<file path="src/rtl/muldiv_unit.sv">
// ============================================================================
// muldiv_unit : iterative MIPS mult/div unit that owns the HI/LO registers
// Revision    : 1.0
// ============================================================================
`default_nettype none

module muldiv_unit #(
  parameter int WIDTH = 32
) (
  input  logic             clk,
  input  logic             reset,
  input  logic             startE,
  input  logic [1:0]       opE,
  input  logic [WIDTH-1:0] srcaE,
  input  logic [WIDTH-1:0] srcbE,
  input  logic             writehi,
  input  logic             writelo,
  input  logic [WIDTH-1:0] hlwd,
  output logic [WIDTH-1:0] hi,
  output logic [WIDTH-1:0] lo,
  output logic             busy,
  output logic             done
);

  localparam int CW = $clog2(WIDTH + 1);

  typedef enum logic [1:0] {IDLE = 2'd0, RUN = 2'd1, FIX = 2'd2} state_t;

  state_t             state, state_next;
  logic [2*WIDTH-1:0] acc;
  logic [WIDTH-1:0]   mcand;
  logic [CW-1:0]      count;
  logic               is_div, neg_res, neg_rem;

  logic               start_sign_a, start_sign_b, start_signed;
  logic [WIDTH-1:0]   start_a_mag, start_b_mag;

  assign start_signed = ~opE[0];
  assign start_sign_a = start_signed & srcaE[WIDTH-1];
  assign start_sign_b = start_signed & srcbE[WIDTH-1];
  assign start_a_mag  = start_sign_a ? (~srcaE + 1'b1) : srcaE;
  assign start_b_mag  = start_sign_b ? (~srcbE + 1'b1) : srcbE;

  // Multiply step: add the multiplicand into the upper half when the
  // multiplier LSB is set, then shift the whole accumulator right.
  logic [WIDTH:0]     mul_sum;
  logic [2*WIDTH-1:0] mul_next;
  assign mul_sum  = {1'b0, acc[2*WIDTH-1:WIDTH]} + (acc[0] ? {1'b0, mcand} : '0);
  assign mul_next = {mul_sum, acc[WIDTH-1:1]};

  // Restoring divide step: acc holds {remainder, dividend/quotient}.
  logic [2*WIDTH:0]   div_sh;
  logic [WIDTH:0]     div_trial;
  logic               div_q;
  logic [2*WIDTH-1:0] div_next;
  assign div_sh    = {acc, 1'b0};
  assign div_trial = div_sh[2*WIDTH:WIDTH] - {1'b0, mcand};
  assign div_q     = ~div_trial[WIDTH];
  assign div_next  = div_q ? {div_trial[WIDTH-1:0], div_sh[WIDTH-1:1], 1'b1}
                           : {div_sh[2*WIDTH-1:1], 1'b0};

  always_comb begin
    state_next = state;
    case (state)
      IDLE:    if (startE) state_next = RUN;
      RUN:     if (count == CW'(1)) state_next = FIX;
      FIX:     state_next = IDLE;
      default: state_next = IDLE;
    endcase
  end

  always_ff @(posedge clk or negedge reset) begin
    if (!reset) begin
      state   <= IDLE;
      acc     <= '0;
      mcand   <= '0;
      count   <= '0;
      is_div  <= 1'b0;
      neg_res <= 1'b0;
      neg_rem <= 1'b0;
      hi      <= '0;
      lo      <= '0;
      busy    <= 1'b0;
      done    <= 1'b0;
    end else begin
      state <= state_next;
      busy  <= (state_next != IDLE);
      done  <= (state_next == FIX);
      case (state)
        IDLE: begin
          if (startE) begin
            is_div  <= opE[1];
            // A zero divisor leaves quotient all ones and remainder |a|;
            // re-signing the remainder then restores the raw dividend.
            neg_res <= (start_sign_a ^ start_sign_b) & ~(opE[1] & (srcbE == '0));
            neg_rem <= start_sign_a;
            count   <= CW'(WIDTH);
            acc     <= opE[1] ? {{WIDTH{1'b0}}, start_a_mag} : {{WIDTH{1'b0}}, start_b_mag};
            mcand   <= opE[1] ? start_b_mag : start_a_mag;
          end else begin
            if (writehi) hi <= hlwd;
            if (writelo) lo <= hlwd;
          end
        end
        RUN: begin
          count <= count - CW'(1);
          acc   <= is_div ? div_next : mul_next;
        end
        FIX: begin
          if (is_div) begin
            lo <= neg_res ? (~acc[WIDTH-1:0] + 1'b1) : acc[WIDTH-1:0];
            hi <= neg_rem ? (~acc[2*WIDTH-1:WIDTH] + 1'b1) : acc[2*WIDTH-1:WIDTH];
          end else begin
            {hi, lo} <= neg_res ? (~acc + 1'b1) : acc;
          end
        end
        default: ;
      endcase
    end
  end

endmodule

`default_nettype wire

</file>
<file path="config.mk">
export PLATFORM = sky130hd
export DESIGN_NAME = muldiv_unit
export DESIGN_NICKNAME = d
export VERILOG_FILES = /design/src/rtl/muldiv_unit.sv
export SDC_FILE = /design/constraint.sdc
export NUM_CORES = 1
export LEC_CHECK = 0
export ABC_AREA = 0
export ABC_CLOCK_PERIOD_IN_PS = 9700
export BUFFER_PORTS_ARGS = -buffer_cell sky130_fd_sc_hd__buf_2
export CORE_UTILIZATION = 40
export DETAILED_ROUTE_END_ITERATION = 6
export GPL_ROUTABILITY_DRIVEN = 1
export PLACE_DENSITY = 0.61
export SLEW_MARGIN = 10
export SYNTH_ARGS = -nofsm -noshare
export SYNTH_HDL_FRONTEND = slang
export SYNTH_SLANG_ARGS = --single-unit
</file>
<file path="constraint.sdc">
create_clock -name clk -period 9.7 [get_ports clk]
set_clock_uncertainty 0.1 [all_clocks]
set_input_delay 1.94 -clock clk [delete_from_list [all_inputs] [get_ports clk]]
set_output_delay 1.94 -clock clk [all_outputs]
set_load 0.02 [all_outputs]
</file>
==> metrics <==
CP max stage delay 0.82 ns; CP required around 9.9 ns; CTS tree built; Startpoint Class register; worst vdd ir 0.219 mV; largest net degree at the start of global routing 105; Area Growth Syn to Fin 11.7%; H-tree depth 4; post-synth net total between 2,000 and 2,500; DR top layer met4; Cell Rows just under 70; endpoints failing setup 0; top cells by area, synth dfrtp_1 29%, o21ai_0 6.2%, a21oi_1 6.2%; number of synthesized flops with an enable pin 0; routed length per instance between 20 and 25 µm; Leak 0.00726 µW; Die W 194 µm; fin util 0.459; Synth warnings 0; Post-Route M1 WL 24,300 µm; DRC viols 0; global-route wire length before repair approximately 78,000 µm; Fin Hold WS ~0.38 ns; vias in the first global route ~13,000; die footprint approximately 38,000 µm²; Tightest Hold Check Type register to register; GPL Wtd Cong about 0.94; CTS resizes 0; pin slew with the least headroom to its limit roughly 1.2 ns; drt first pass iters 5; CTS Buffer Depth 2; gr ovfl total 0; Syn Area/Cell just under 8 µm²; worst path cell trace inv_1 > nor2_1 > ha_1 > nor2b_1 > o31ai_1 > a211oi_1 > o31ai_1 > a31oi_1 > a21oi_1 > o21ai_0 > a41oi_1 > o21ai_0 > a211oi_1 > o31ai_1; CP Class register to register; buffers added on ports between 150 and 200; die height just under 200 µm; starting density of the core 0.411; post-route ant nets 0; share of cells above drive strength 1 0.125; fin area 16,500 µm²; cell count after synthesis 1,901; CP arrival between 5 and 6 ns; register area share after synthesis 0.294; fin crit share 0.507; Critical Path End Type register; Fin. Hold Viols 0; synthesized cell area ~15,000 µm²; status finished clean; final WL roughly 50,000 µm; core area around 36,000 µm²; gr usage total 0.265; min Tclk post-route just under 5 ns; Max-slew headroom 0.224; Placed Area roughly 16,000 µm²; initial antenna violation count 0; cell area power density 397 nW/µm²; FF+latch count, synth 173; I/O pin count between 150 and 200; Layout Nets between 2,000 and 2,500; critical-path maximum fanout 32; clock root cell clkbuf_16; Synth cell types 80; routed via count 14,600; Synth area leader dfrtp_1; CTS Buf Count 17; final slew viol count 0; top-area cell type share of the netlist area 0.294; unrepaired setup endpoints after global routing no; routed length on met2 ~22,000 µm; post-detail-place hpwl 39,500 µm; achievable frequency 203 MHz; met3 wire len approximately 3200 µm; Async SR Flop Fraction 1.00; r2r setup slk approximately 4.8 ns; initial drt markers ~1,400; CTS Sinks roughly 170; Post-CTS Setup Bufs 0; most frequent CP cell o31ai_1; most frequent cell after synthesis nor2_1; Post-synth top cells 227 x nor2_1, 205 x nand2_1, 184 x o21ai_0; Vias/cell roughly 5.9; Clk Latency, worst-skew pair 0.45 ns; Worst path slowest cell inv_1; clk slew on worst S/H paths approximately 0.070 ns; hold-fix buffers at CTS 0; TNS Setup 0 ns; MaxCap Viol Count 0; predominant post-synthesis flop cell dfrtp_1
logic make-up after synthesis:
group,count (synthesis),synth area share
flip-flops,173,0.294
buffers and inverters,177,0.0455
multiplexers,75,0.0512
AND/OR/NAND/NOR,641,0.199
XOR/XNOR,170,0.101
AO/OA/AOI/OAI,593,0.248
adder cells (fa/ha/maj),72,0.0621
path summary, 6_finish.rpt:
| path | startpoint | cells after the start | endpoint |
|---|---|---|---|
| max | acc[0] | 14 | acc[63] |
| min | lo[28] | 2 | lo[28] |
| max reg2reg | acc[0] | 14 | acc[63] |
| min reg2reg | lo[28] | 2 | lo[28] |
| max in group asynchronous | reset | 2 | state[0] |
| min in group asynchronous | reset | 1 | acc[59] |
layout make-up:
class                           count  area [µm²]
Tap cell                          461         577
Antenna cell                        1        2.50
Multi-Input combinational cell   1551        9780
Fill cell                        3643       19400
Sequential cell                   173        4330
Clock buffer                       17         425
Clock inverter                     15         161
Timing Repair Buffer              182         955
Inverter                           66         248
per-layer routing:
metal,track usage,vias to the layer above
li1,-,6986
met1,0.396,6971
met2,0.399,550
met3,0.0334,54
met4,0.0738,0
met5,0,-
power breakdown:
group | switching, µW | leakage [µW] | internal [µW]
clock | 317 | 0.000277 | 382
combinational | 2530 | 0.00486 | 1680
sequential | 551 | 0.00213 | 1080
stage by stage:
step | total power, µW | worst slack (ns) | cells
after floorplan | 4520 | 5.06 | 1901
after global placement | 5720 | 4.57 | 2433
after detailed placement | 5770 | 4.55 | 2433
after CTS | 6490 | 4.89 | 2465
after global routing | 7050 | 4.43 | 2465
final | 6540 | 4.78 | 2466
critical path, delay by kind of cell, from the launching register on:
family,cells,cell delay (ns)
buffers and inverters,1,0.82
DFF,1,0.49
AOI/OAI and AO/OA,10,2.73
and+or+nand+nor,2,0.29
adders and majority gates,1,0.36
layout by cell type (no fill, tap or decap), types with 13 or more instances in the layout:
cell	n
nand2b_1	23
xnor2_1	96
xor2_1	73
o31ai_1	30
buf_4	15
ha_1	70
inv_1	66
mux2i_1	72
clkbuf_16	17
dfrtp_1	172
o221ai_1	26
nor2b_1	13
o21ai_0	184
nor2_1	226
nor3_1	34
a22oi_1	22
a21o_1	29
nand2_1	205
nand3_1	28
or3_1	23
nor4_1	14
buf_2	166
a21oi_1	183
sequential cells by signal, summed over array words and instances, names as in the netlist:
name	flops
lo	32
mcand	32
busy	1
neg_rem	1
count	6
state	2
acc	64
neg_res	1
hi	32
is_div	1
done	1
Note: power is estimated with default switching activity, not from simulation.
